[src/rtl/fb_axi_read_responder.sv]
// fb_axi_read_responder: AXI4 read-only slave that streams framebuffer and
// texture bursts out of a single-port synchronous RAM, one burst at a time.
module fb_axi_read_responder #(
    parameter int unsigned ID_WIDTH       = 4,
    parameter int unsigned MEM_ADDR_WIDTH = 14,
    parameter logic [31:0] BASE_ADDR      = 32'h01E0_0000
) (
    input  logic                      aclk,
    input  logic                      resetn,
    input  logic [ID_WIDTH-1:0]       s_axi_arid,
    input  logic [31:0]               s_axi_araddr,
    input  logic [7:0]                s_axi_arlen,
    input  logic [2:0]                s_axi_arsize,
    input  logic [1:0]                s_axi_arburst,
    input  logic                      s_axi_arvalid,
    output logic                      s_axi_arready,
    output logic [ID_WIDTH-1:0]       s_axi_rid,
    output logic [31:0]               s_axi_rdata,
    output logic [1:0]                s_axi_rresp,
    output logic                      s_axi_rlast,
    output logic                      s_axi_rvalid,
    input  logic                      s_axi_rready,
    output logic [MEM_ADDR_WIDTH-1:0] mem_addr,
    output logic                      mem_rd,
    input  logic [31:0]               mem_rdata
);

    localparam logic [0:0] ST_IDLE  = 1'b0;
    localparam logic [0:0] ST_BURST = 1'b1;

    localparam logic [1:0] RESP_OKAY   = 2'd0;
    localparam logic [1:0] RESP_SLVERR = 2'd2;
    localparam logic [1:0] RESP_DECERR = 2'd3;

    logic [0:0]          state_q, state_d;
    logic                arready_q;
    logic [ID_WIDTH-1:0] id_q;
    logic [30:0]         waddr_q, waddr_d;
    logic [8:0]          left_q, left_d;
    logic                fixed_q;
    logic                slverr_q;

    logic                infl_q;
    logic [1:0]          infl_resp_q;
    logic                infl_last_q;

    logic [1:0]          occ_q, occ_d;
    logic                rd_ptr_q;
    logic                wr_ptr_q;
    logic [31:0]         fifo_data_q [2];
    logic [1:0]          fifo_resp_q [2];
    logic                fifo_last_q [2];

    logic [32:0]         ar_diff;
    logic                ar_hs;
    logic                in_range;
    logic                can_issue;
    logic                issue;
    logic                head_valid;
    logic                pop;
    logic                pop_fifo;
    logic                push;
    logic [31:0]         infl_data;
    logic [31:0]         head_data;
    logic [1:0]          head_resp;
    logic                head_last;

    assign ar_hs   = s_axi_arvalid && arready_q;
    assign ar_diff = {1'b0, s_axi_araddr} - {1'b0, BASE_ADDR};

    // Word offset is signed: any bit at or above the window width means
    // the beat falls below the base or past the top of the RAM.
    assign in_range = (waddr_q >> MEM_ADDR_WIDTH) == '0;

    assign can_issue = ({1'b0, occ_q} + {2'b00, infl_q}) < 3'd2;
    assign issue     = (state_q == ST_BURST) && (left_q != 9'd0) && can_issue;

    assign mem_rd   = issue && !slverr_q && in_range;
    assign mem_addr = waddr_q[MEM_ADDR_WIDTH-1:0];

    // The beat issued last cycle is presented directly when the buffer is
    // empty, so the RAM's one-cycle latency costs no extra R cycle.
    assign infl_data  = (infl_resp_q == RESP_OKAY) ? mem_rdata : 32'd0;
    assign head_valid = (occ_q != 2'd0) || infl_q;
    assign pop        = head_valid && s_axi_rready;
    assign pop_fifo   = pop && (occ_q != 2'd0);
    assign push       = infl_q && !((occ_q == 2'd0) && pop);
    assign occ_d      = occ_q + {1'b0, push} - {1'b0, pop_fifo};

    always_comb begin
        head_data = 32'd0;
        head_resp = RESP_OKAY;
        head_last = 1'b0;
        if (occ_q != 2'd0) begin
            head_data = fifo_data_q[rd_ptr_q];
            head_resp = fifo_resp_q[rd_ptr_q];
            head_last = fifo_last_q[rd_ptr_q];
        end else if (infl_q) begin
            head_data = infl_data;
            head_resp = infl_resp_q;
            head_last = infl_last_q;
        end
    end

    always_comb begin
        state_d = state_q;
        waddr_d = waddr_q;
        left_d  = left_q;
        unique case (state_q)
            ST_IDLE: begin
                if (ar_hs) begin
                    state_d = ST_BURST;
                    waddr_d = 31'(ar_diff >> 2);
                    left_d  = {1'b0, s_axi_arlen} + 9'd1;
                end
            end
            ST_BURST: begin
                if (issue) begin
                    left_d = left_q - 9'd1;
                    if (!fixed_q) begin
                        waddr_d = waddr_q + 31'd1;
                    end
                end
                if (pop && head_last) begin
                    state_d = ST_IDLE;
                end
            end
            default: state_d = ST_IDLE;
        endcase
    end

    always_ff @(posedge aclk) begin
        if (!resetn) begin
            state_q     <= ST_IDLE;
            arready_q   <= 1'b0;
            id_q        <= '0;
            waddr_q     <= '0;
            left_q      <= '0;
            fixed_q     <= 1'b0;
            slverr_q    <= 1'b0;
            infl_q      <= 1'b0;
            infl_resp_q <= RESP_OKAY;
            infl_last_q <= 1'b0;
            occ_q       <= '0;
            rd_ptr_q    <= 1'b0;
            wr_ptr_q    <= 1'b0;
        end else begin
            state_q   <= state_d;
            arready_q <= (state_d == ST_IDLE);
            waddr_q   <= waddr_d;
            left_q    <= left_d;
            if (ar_hs) begin
                id_q     <= s_axi_arid;
                fixed_q  <= (s_axi_arburst == 2'd0);
                slverr_q <= (s_axi_arsize != 3'd2) || (s_axi_arburst >= 2'd2);
            end
            infl_q <= issue;
            if (issue) begin
                infl_resp_q <= slverr_q ? RESP_SLVERR :
                               (in_range ? RESP_OKAY : RESP_DECERR);
                infl_last_q <= (left_q == 9'd1);
            end
            occ_q <= occ_d;
            if (push) begin
                wr_ptr_q <= ~wr_ptr_q;
            end
            if (pop_fifo) begin
                rd_ptr_q <= ~rd_ptr_q;
            end
        end
    end

    always_ff @(posedge aclk) begin
        if (push) begin
            fifo_data_q[wr_ptr_q] <= infl_data;
            fifo_resp_q[wr_ptr_q] <= infl_resp_q;
            fifo_last_q[wr_ptr_q] <= infl_last_q;
        end
    end

    assign s_axi_arready = arready_q;
    assign s_axi_rid     = id_q;
    assign s_axi_rdata   = head_data;
    assign s_axi_rresp   = head_resp;
    assign s_axi_rlast   = head_last;
    assign s_axi_rvalid  = head_valid;

endmodule

[config.mk]
export PLATFORM = sky130hd
export DESIGN_NAME = fb_axi_read_responder
export DESIGN_NICKNAME = d
export VERILOG_FILES = /design/src/rtl/fb_axi_read_responder.sv
export SDC_FILE = /design/constraint.sdc
export NUM_CORES = 1
export LEC_CHECK = 0
export ABC_CLOCK_PERIOD_IN_PS = 7800
export CORE_ASPECT_RATIO = 1.4
export CORE_MARGIN = 3
export CORE_UTILIZATION = 50
export CTS_CLUSTER_DIAMETER = 150
export DETAILED_ROUTE_END_ITERATION = 10
export GPL_TIMING_DRIVEN = 0
export PLACE_DENSITY = 0.79
export SLEW_MARGIN = 20
export SYNTH_ARGS = -nofsm -noshare
export SYNTH_HDL_FRONTEND = slang
export SYNTH_SLANG_ARGS = --single-unit
[constraint.sdc]
create_clock -name aclk -period 7.8 [get_ports aclk]
set_input_delay 1.56 -clock aclk [delete_from_list [all_inputs] [get_ports aclk]]
set_output_delay 1.56 -clock aclk [all_outputs]
set_load 0.005 [all_outputs]
---- Yosys cells after proc, flatten, opt, wreduce, memory -nomap -nowiden ----
Memory sizes are Yosys's and may differ from the RTL's. A register that Yosys moved wholly into a read port is not among the register bits.
Cells that the tools add are included.
Widths: inputs -> output; s select.
word-level totals
  register bits after elaboration ......... 56
  RAM bits ................................ 70
  input port bits ......................... 85
  word-level logic and storage cells ...... 83
  memories ................................ 3
memories
  name         depth  bits a word  read ports  clocked after memory_dff  write ports  RTL line  text
  fifo_data_q  2      32           1           1                         1            50        logic [31:0] fifo_data_q [2];
  fifo_resp_q  2      2            1           1                         1            51        logic [1:0] fifo_resp_q [2];
  fifo_last_q  2      1            1           1                         1            52        logic fifo_last_q [2];
operators by class
  add/sub/neg operators ................... 7
  $lt $le $gt $ge ......................... 2
  eq/ne operators ......................... 5
  multiplexer cells ....................... 27
  bitwise gates (word level) .............. 4
  reductions and logical operators ........ 22
operators with widths
  kind                    count
  $mux 32                 3
  $mux 31                 3
  $pmux 31 s2             1
  $sub 32x25->33 const B  1
  $add 31x1->31 const B   1
  $logic_not 31->1        1
  $mux 9                  2
  $pmux 9 s2              1
  $mux 1                  12
  $logic_and 1x1->1       10
  $add 8x1->9 const B     1
  $eq 9x1->1 const B      1
  $reduce_bool 9->1       1
  $sub 9x1->9 const B     1
  $mux 2                  4
  $logic_not 2->1         3
  $ne 2x2->1 const B      2
  $not 1->1               4
  $add 2x1->3             1
  $lt 3x2->1 const B      1
  $ne 3x2->1 const B      1
  $reduce_and 3->1        1
  $add 2x1->2             1
  $ge 2x2->1 const B      1
  other kinds (7)         9

---- Logic depth before layout (Yosys ltp) ----
Gate-level depths: netlist of the first run.
  depth after elaboration ................. 8
  depth in mapped cells ................... 10
  gate-level depth less buffers ........... 9

---- Worst setup path after synthesis of the first run ----
No wires, ideal clock.
  path type ............................... input to register
  start point ............................. in s_axi_rready
  end point ............................... mem fifo_data_q[0][0], enable pin
  library setup time ...................... 0.427 ns
  arrival time ............................ 3.212 ns
  data required time ...................... 7.373 ns
  setup slack ............................. 4.161 ns
  cell stages on the path ................. 3
  cell sequence ........................... nand2_1 -> nand2_1 -> nor2_1
between the ends
  cells in the longest elaborated chain, start to end .. 6
RTL lines
  element                       RTL line  text
  from (decl)                   22        input logic s_axi_rready,
  $logic_and 1x1->1             85        assign pop = head_valid && s_axi_rready;
  $logic_and 1x1->1             87        assign push = infl_q && !((occ_q == 2'd0) && pop);
  $logic_not 1->1               87
  $logic_and 1x1->1             87
  $mux 1                        174       if (push) begin
  $mux 1 (implied by the code)  175       fifo_data_q[wr_ptr_q] <= infl_data;
  to (decl)                     50
No other way between the ends.

---- Final worst setup path of the first run ----
  start point ............................. in mem_rdata[25]
  end point ............................... out s_axi_rdata[25]
between the ends
  cells in the longest elaborated chain, start to end .. 3
RTL lines
  element      RTL line  text
  from (decl)  25        input logic [31:0] mem_rdata
  $mux 32      83        assign infl_data = (infl_resp_q == RESP_OKAY) ? mem_rdata : 32'd0;
  $mux 32      98        end else if (infl_q) begin
  $mux 32      94        if (occ_q != 2'd0) begin
  to (decl)    18        output logic [31:0] s_axi_rdata,
No other way between the ends.

==> run metrics, run 1 <==
status finished, final reports clean; DP Wirelength 14.1 mm; post-route antenna net violation count 0; combined area of all synthesized cells 6710 sq um; largest net degree at the start of global routing 20; RSZ-0062 raised after global routing no; post-route fraction of the period consumed by the critical path 57.1%; Post-CTS Setup Bufs 0; Max transition margin 47.7%; area added between synthesis and finish 33.4%; arrival time at the worst endpoint 2.89 ns; Warnings, synthesis 0; CTS sink count 127; Worst EP required 6.24 ns; sequential share of the synthesized area 48.3%; routed len/inst 18.6 microns; number of cells traversed by the worst register-to-register path 6; overall global routing resource usage 25.6%; clock root cell sky130_fd_sc_hd__clkbuf_16; post-CTS sizing 0; transition at the pin with the smallest max-transition slack 0.777 ns; # fillers 1,064; most common cell after layout, fill and taps aside sky130_fd_sc_hd__clkdlybuf4s50_1; DIE AREA 14,900 sq um; overall overflow remaining after global route 0; number of non-filler instances in the completed layout 1,047; via density per instance 5.89; Total Power 2270 uW; worst min-delay path category register to register; count of hold-fix buffers inserted at cts 0; asr flop ratio synth 0%; IO buf count 138; global-route wire length before repair 30.6 mm; final worst setup slack 3.35 ns; antenna diode count 0; clock insertion delay at the later pin of the skew report 0.41 ns; DRC violation total after the first TritonRoute iteration 544; power density normalized to cell area 253 nW/um^2; Fin. Hold Viols 0; antenna violations before repair 0; htree depth 4; row cnt 49; Hold Path Cell Cnt 2; core area 13,000 sq um; Routed WL 19.5 mm; Die H 143 microns; count of different cell masters after synthesis 70; final RePlAce weighted congestion 0.961; biggest fanout along the worst timing path 2; DR vias 6,165; clock-pin transition on the worst setup and hold timing paths 0.06 ns; TritonCTS clock tree yes; max-cap violations 0; count of flip-flops with a built-in enable after synthesis 70; number of global-route vias before repair 6,125; top library cells by usage in the layout, fill and taps aside 138 x sky130_fd_sc_hd__clkdlybuf4s50_1, 71 x sky130_fd_sc_hd__nand2_1, 70 x sky130_fd_sc_hd__edfxtp_1, 57 x sky130_fd_sc_hd__dfxtp_1, 49 x sky130_fd_sc_hd__a21oi_1; iteration count of the initial detailed-routing pass 5; number of standard cells after synthesis 697; Die Wd 104 microns; highest ir drop seen on vdd 0.152 mV; destination of the worst register-to-register timing path waddr_q[29]$_SDFFE_PN0P_; cell count after placement 1,015; CP Capture Type output port; number of buffers created by CTS 17; max frequency 225 MHz; mean cell area of the mapped netlist 9.63 sq um; FF+latch count, synth 127; hold path startpoint s_axi_rid[1]$_SDFFE_PN0P_; nets@finish 949; launching element type of the critical path input port; final critical-path required period 4.45 ns; hold slack final 0.463 ns; DP Worst Slack 3.39 ns; worst reg-to-reg setup slack 5.38 ns; final setup violation count 0; Initial Utilization 51.6%; number of DRC violations after detailed routing 0; Setup TNS Final 0 ns; deepest clock path buffer count 2; startpoint of the worst-slack reg-to-reg timing path s_axi_arready$_SDFF_PN0_; flip-flop cell with the highest count after synthesis sky130_fd_sc_hd__edfxtp_1; Worst Skew 0.0121 ns; kind of critical path input port to output port; layout cells sized above 1 8.86%; count of pins over their slew limit 0; leakage component of the power 0.00324 uW; capture endpoint of the worst hold path s_axi_rid[1]$_SDFFE_PN0P_; number of ports placed on the die boundary 141; Post-Synthesis Net Count 790
## cell families after synthesis
family / after synthesis / share of synthesized area (%)
flip-flops: 127 / 48.3
XOR/XNOR: 15 / 1.96
buffers and inverters: 93 / 6.23
AO/OA/AOI/OAI: 181 / 17.6
adder cells (fa/ha/maj): 8 / 1.49
AND/OR/NAND/NOR: 234 / 18.6
multiplexers: 39 / 5.82
## metrics by stage
step / utilization (%) / instance area [sq um]
after floorplan: - / 6710
after global placement: 64.0 / 8320
final: 68.9 / 8950
after global routing: 68.9 / 8950
after CTS: 68.9 / 8950
after detailed placement: 64.5 / 8380
## worst max path at each step
stage                     cells past startpoint  slack [ns]          start                           end
after global placement                        4        2.93   s_axi_rready  fifo_data_q[0][28]$_DFFE_PP_
after detailed placement                      4        3.39  mem_rdata[25]               s_axi_rdata[25]
after floorplan                               3        4.16   s_axi_rready   fifo_data_q[0][0]$_DFFE_PP_
after global routing                          4        3.29  mem_rdata[29]               s_axi_rdata[29]
final                                         4        3.35  mem_rdata[25]               s_axi_rdata[25]
after CTS                                     4        3.38  mem_rdata[25]               s_axi_rdata[25]
## layout make-up
cell class | count | area, sq um | share of cell area, %
plain buffers | 54 | 272 | 3.03
clock buffers | 18 | 429 | 4.79
clock inverters | 14 | 143 | 1.59
inverters | 39 | 146 | 1.64
multi-input cells | 477 | 3060 | 34.2
flip-flops and latches | 127 | 3240 | 36.2
well taps | 178 | 223 | 2.49
repair buffers | 140 | 1440 | 16.0
## flip-flops by register name, indices dropped and copies added, names as in the netlist, named ones only
| signal | flops |
|---|---|
| infl_last_q | 1 |
| fifo_last_q | 2 |
| fixed_q | 1 |
| s_axi_arready | 1 |
| slverr_q | 1 |
| infl_q | 1 |
| s_axi_rid | 4 |
| rd_ptr_q | 1 |
| left_q | 9 |
| fifo_resp_q | 4 |
| occ_q | 2 |
| state_q | 1 |
| waddr_q | 31 |
| wr_ptr_q | 1 |
| fifo_data_q | 64 |
| infl_resp_q | 2 |
## synthesized netlist by cell type (3+ instances only)
| cell | instances | share of area (%) |
|---|---|---|
| sky130_fd_sc_hd__nand2_1 | 71 | 4.0 |
| sky130_fd_sc_hd__edfxtp_1 | 70 | 31 |
| sky130_fd_sc_hd__dfxtp_1 | 57 | 17 |
| sky130_fd_sc_hd__a21oi_1 | 49 | 3.7 |
| sky130_fd_sc_hd__nor2_1 | 43 | 2.4 |
| sky130_fd_sc_hd__mux2i_1 | 39 | 5.8 |
| sky130_fd_sc_hd__inv_1 | 38 | 2.1 |
| sky130_fd_sc_hd__o22ai_1 | 38 | 3.5 |
| sky130_fd_sc_hd__nand3_1 | 28 | 2.1 |
| sky130_fd_sc_hd__clkbuf_1 | 27 | 1.5 |
| sky130_fd_sc_hd__o21ai_0 | 25 | 1.9 |
| sky130_fd_sc_hd__buf_4 | 15 | 1.7 |
| sky130_fd_sc_hd__nand4_1 | 13 | 1.2 |
| sky130_fd_sc_hd__nor3_1 | 13 | 0.97 |
| sky130_fd_sc_hd__nor4_1 | 13 | 1.2 |
| sky130_fd_sc_hd__xor2_1 | 9 | 1.2 |
| sky130_fd_sc_hd__ha_1 | 8 | 1.5 |
| sky130_fd_sc_hd__and2_1 | 7 | 0.65 |
| sky130_fd_sc_hd__and3_1 | 7 | 0.65 |
| sky130_fd_sc_hd__buf_1 | 7 | 0.39 |
| sky130_fd_sc_hd__o31a_1 | 7 | 0.91 |
| sky130_fd_sc_hd__a31oi_1 | 6 | 0.56 |
| sky130_fd_sc_hd__o21ai_1 | 6 | 0.45 |
| sky130_fd_sc_hd__o221a_2 | 6 | 1.0 |
| sky130_fd_sc_hd__or3_1 | 6 | 0.56 |
| sky130_fd_sc_hd__xnor2_1 | 6 | 0.78 |
| sky130_fd_sc_hd__a21o_1 | 5 | 0.56 |
| sky130_fd_sc_hd__nand3b_1 | 5 | 0.56 |
| sky130_fd_sc_hd__nor2b_1 | 5 | 0.47 |
| sky130_fd_sc_hd__o21a_1 | 5 | 0.56 |
| sky130_fd_sc_hd__a211oi_1 | 4 | 0.45 |
| sky130_fd_sc_hd__buf_2 | 4 | 0.30 |
| sky130_fd_sc_hd__nand2b_1 | 4 | 0.37 |
| sky130_fd_sc_hd__and4b_1 | 3 | 0.45 |
| sky130_fd_sc_hd__nor4_4 | 3 | 0.95 |
| sky130_fd_sc_hd__o2bb2ai_1 | 3 | 0.39 |
## where the power goes
group	switching, uW	internal, uW	total, uW
combinational	351	342	692
sequential	49.1	761	810
clock	314	448	762
total	714	1550	2270
## critical path, stage by stage
cell	delay (ns)
sky130_fd_sc_hd__clkdlybuf4s50_1	0.46
sky130_fd_sc_hd__nand2_1	0.06
sky130_fd_sc_hd__o22ai_1	0.25
sky130_fd_sc_hd__clkdlybuf4s50_1	0.55
## per-layer routing
metal / global-route usage, % / share of wire [%]
met5: 0 / 0
met1: 29.2 / 39
met3: 5.29 / 6.8
met4: 8.89 / 2.4
met2: 47.7 / 52
Power figures use the tool's default switching activity.
==> inputs of run 2 (changes only) <==
--- a/config.mk
+++ b/config.mk
@@ -5,7 +5,7 @@
 export SDC_FILE = /design/constraint.sdc
 export NUM_CORES = 1
 export LEC_CHECK = 0
-export ABC_CLOCK_PERIOD_IN_PS = 7800
+export ABC_CLOCK_PERIOD_IN_PS = 4600
 export CORE_ASPECT_RATIO = 1.4
 export CORE_MARGIN = 3
 export CORE_UTILIZATION = 50
==> constraint.sdc (replaced) <==
create_clock -name aclk -period 4.6 [get_ports aclk]
set_input_delay 0.92 -clock aclk [delete_from_list [all_inputs] [get_ports aclk]]
set_output_delay 0.92 -clock aclk [all_outputs]
set_load 0.005 [all_outputs]
==> results of run 2 <==
The final DEF is identical to that of run 1. Status: finished, final reports clean.
Main changes from that run: setup slack after placement 3.39 ns -> 1.15 ns; setup slack after layout 3.35 ns -> 0.970 ns; start point of the critical path mem_rdata[25] -> waddr_q[26]$_SDFFE_PN0P_; end point of the critical path s_axi_rdata[25] -> mem_rd; register-to-register setup slack 5.38 ns -> 2.18 ns; total power 2270 uW -> 3840 uW; worst IR drop on VDD 0.152 mV -> 0.257 mV
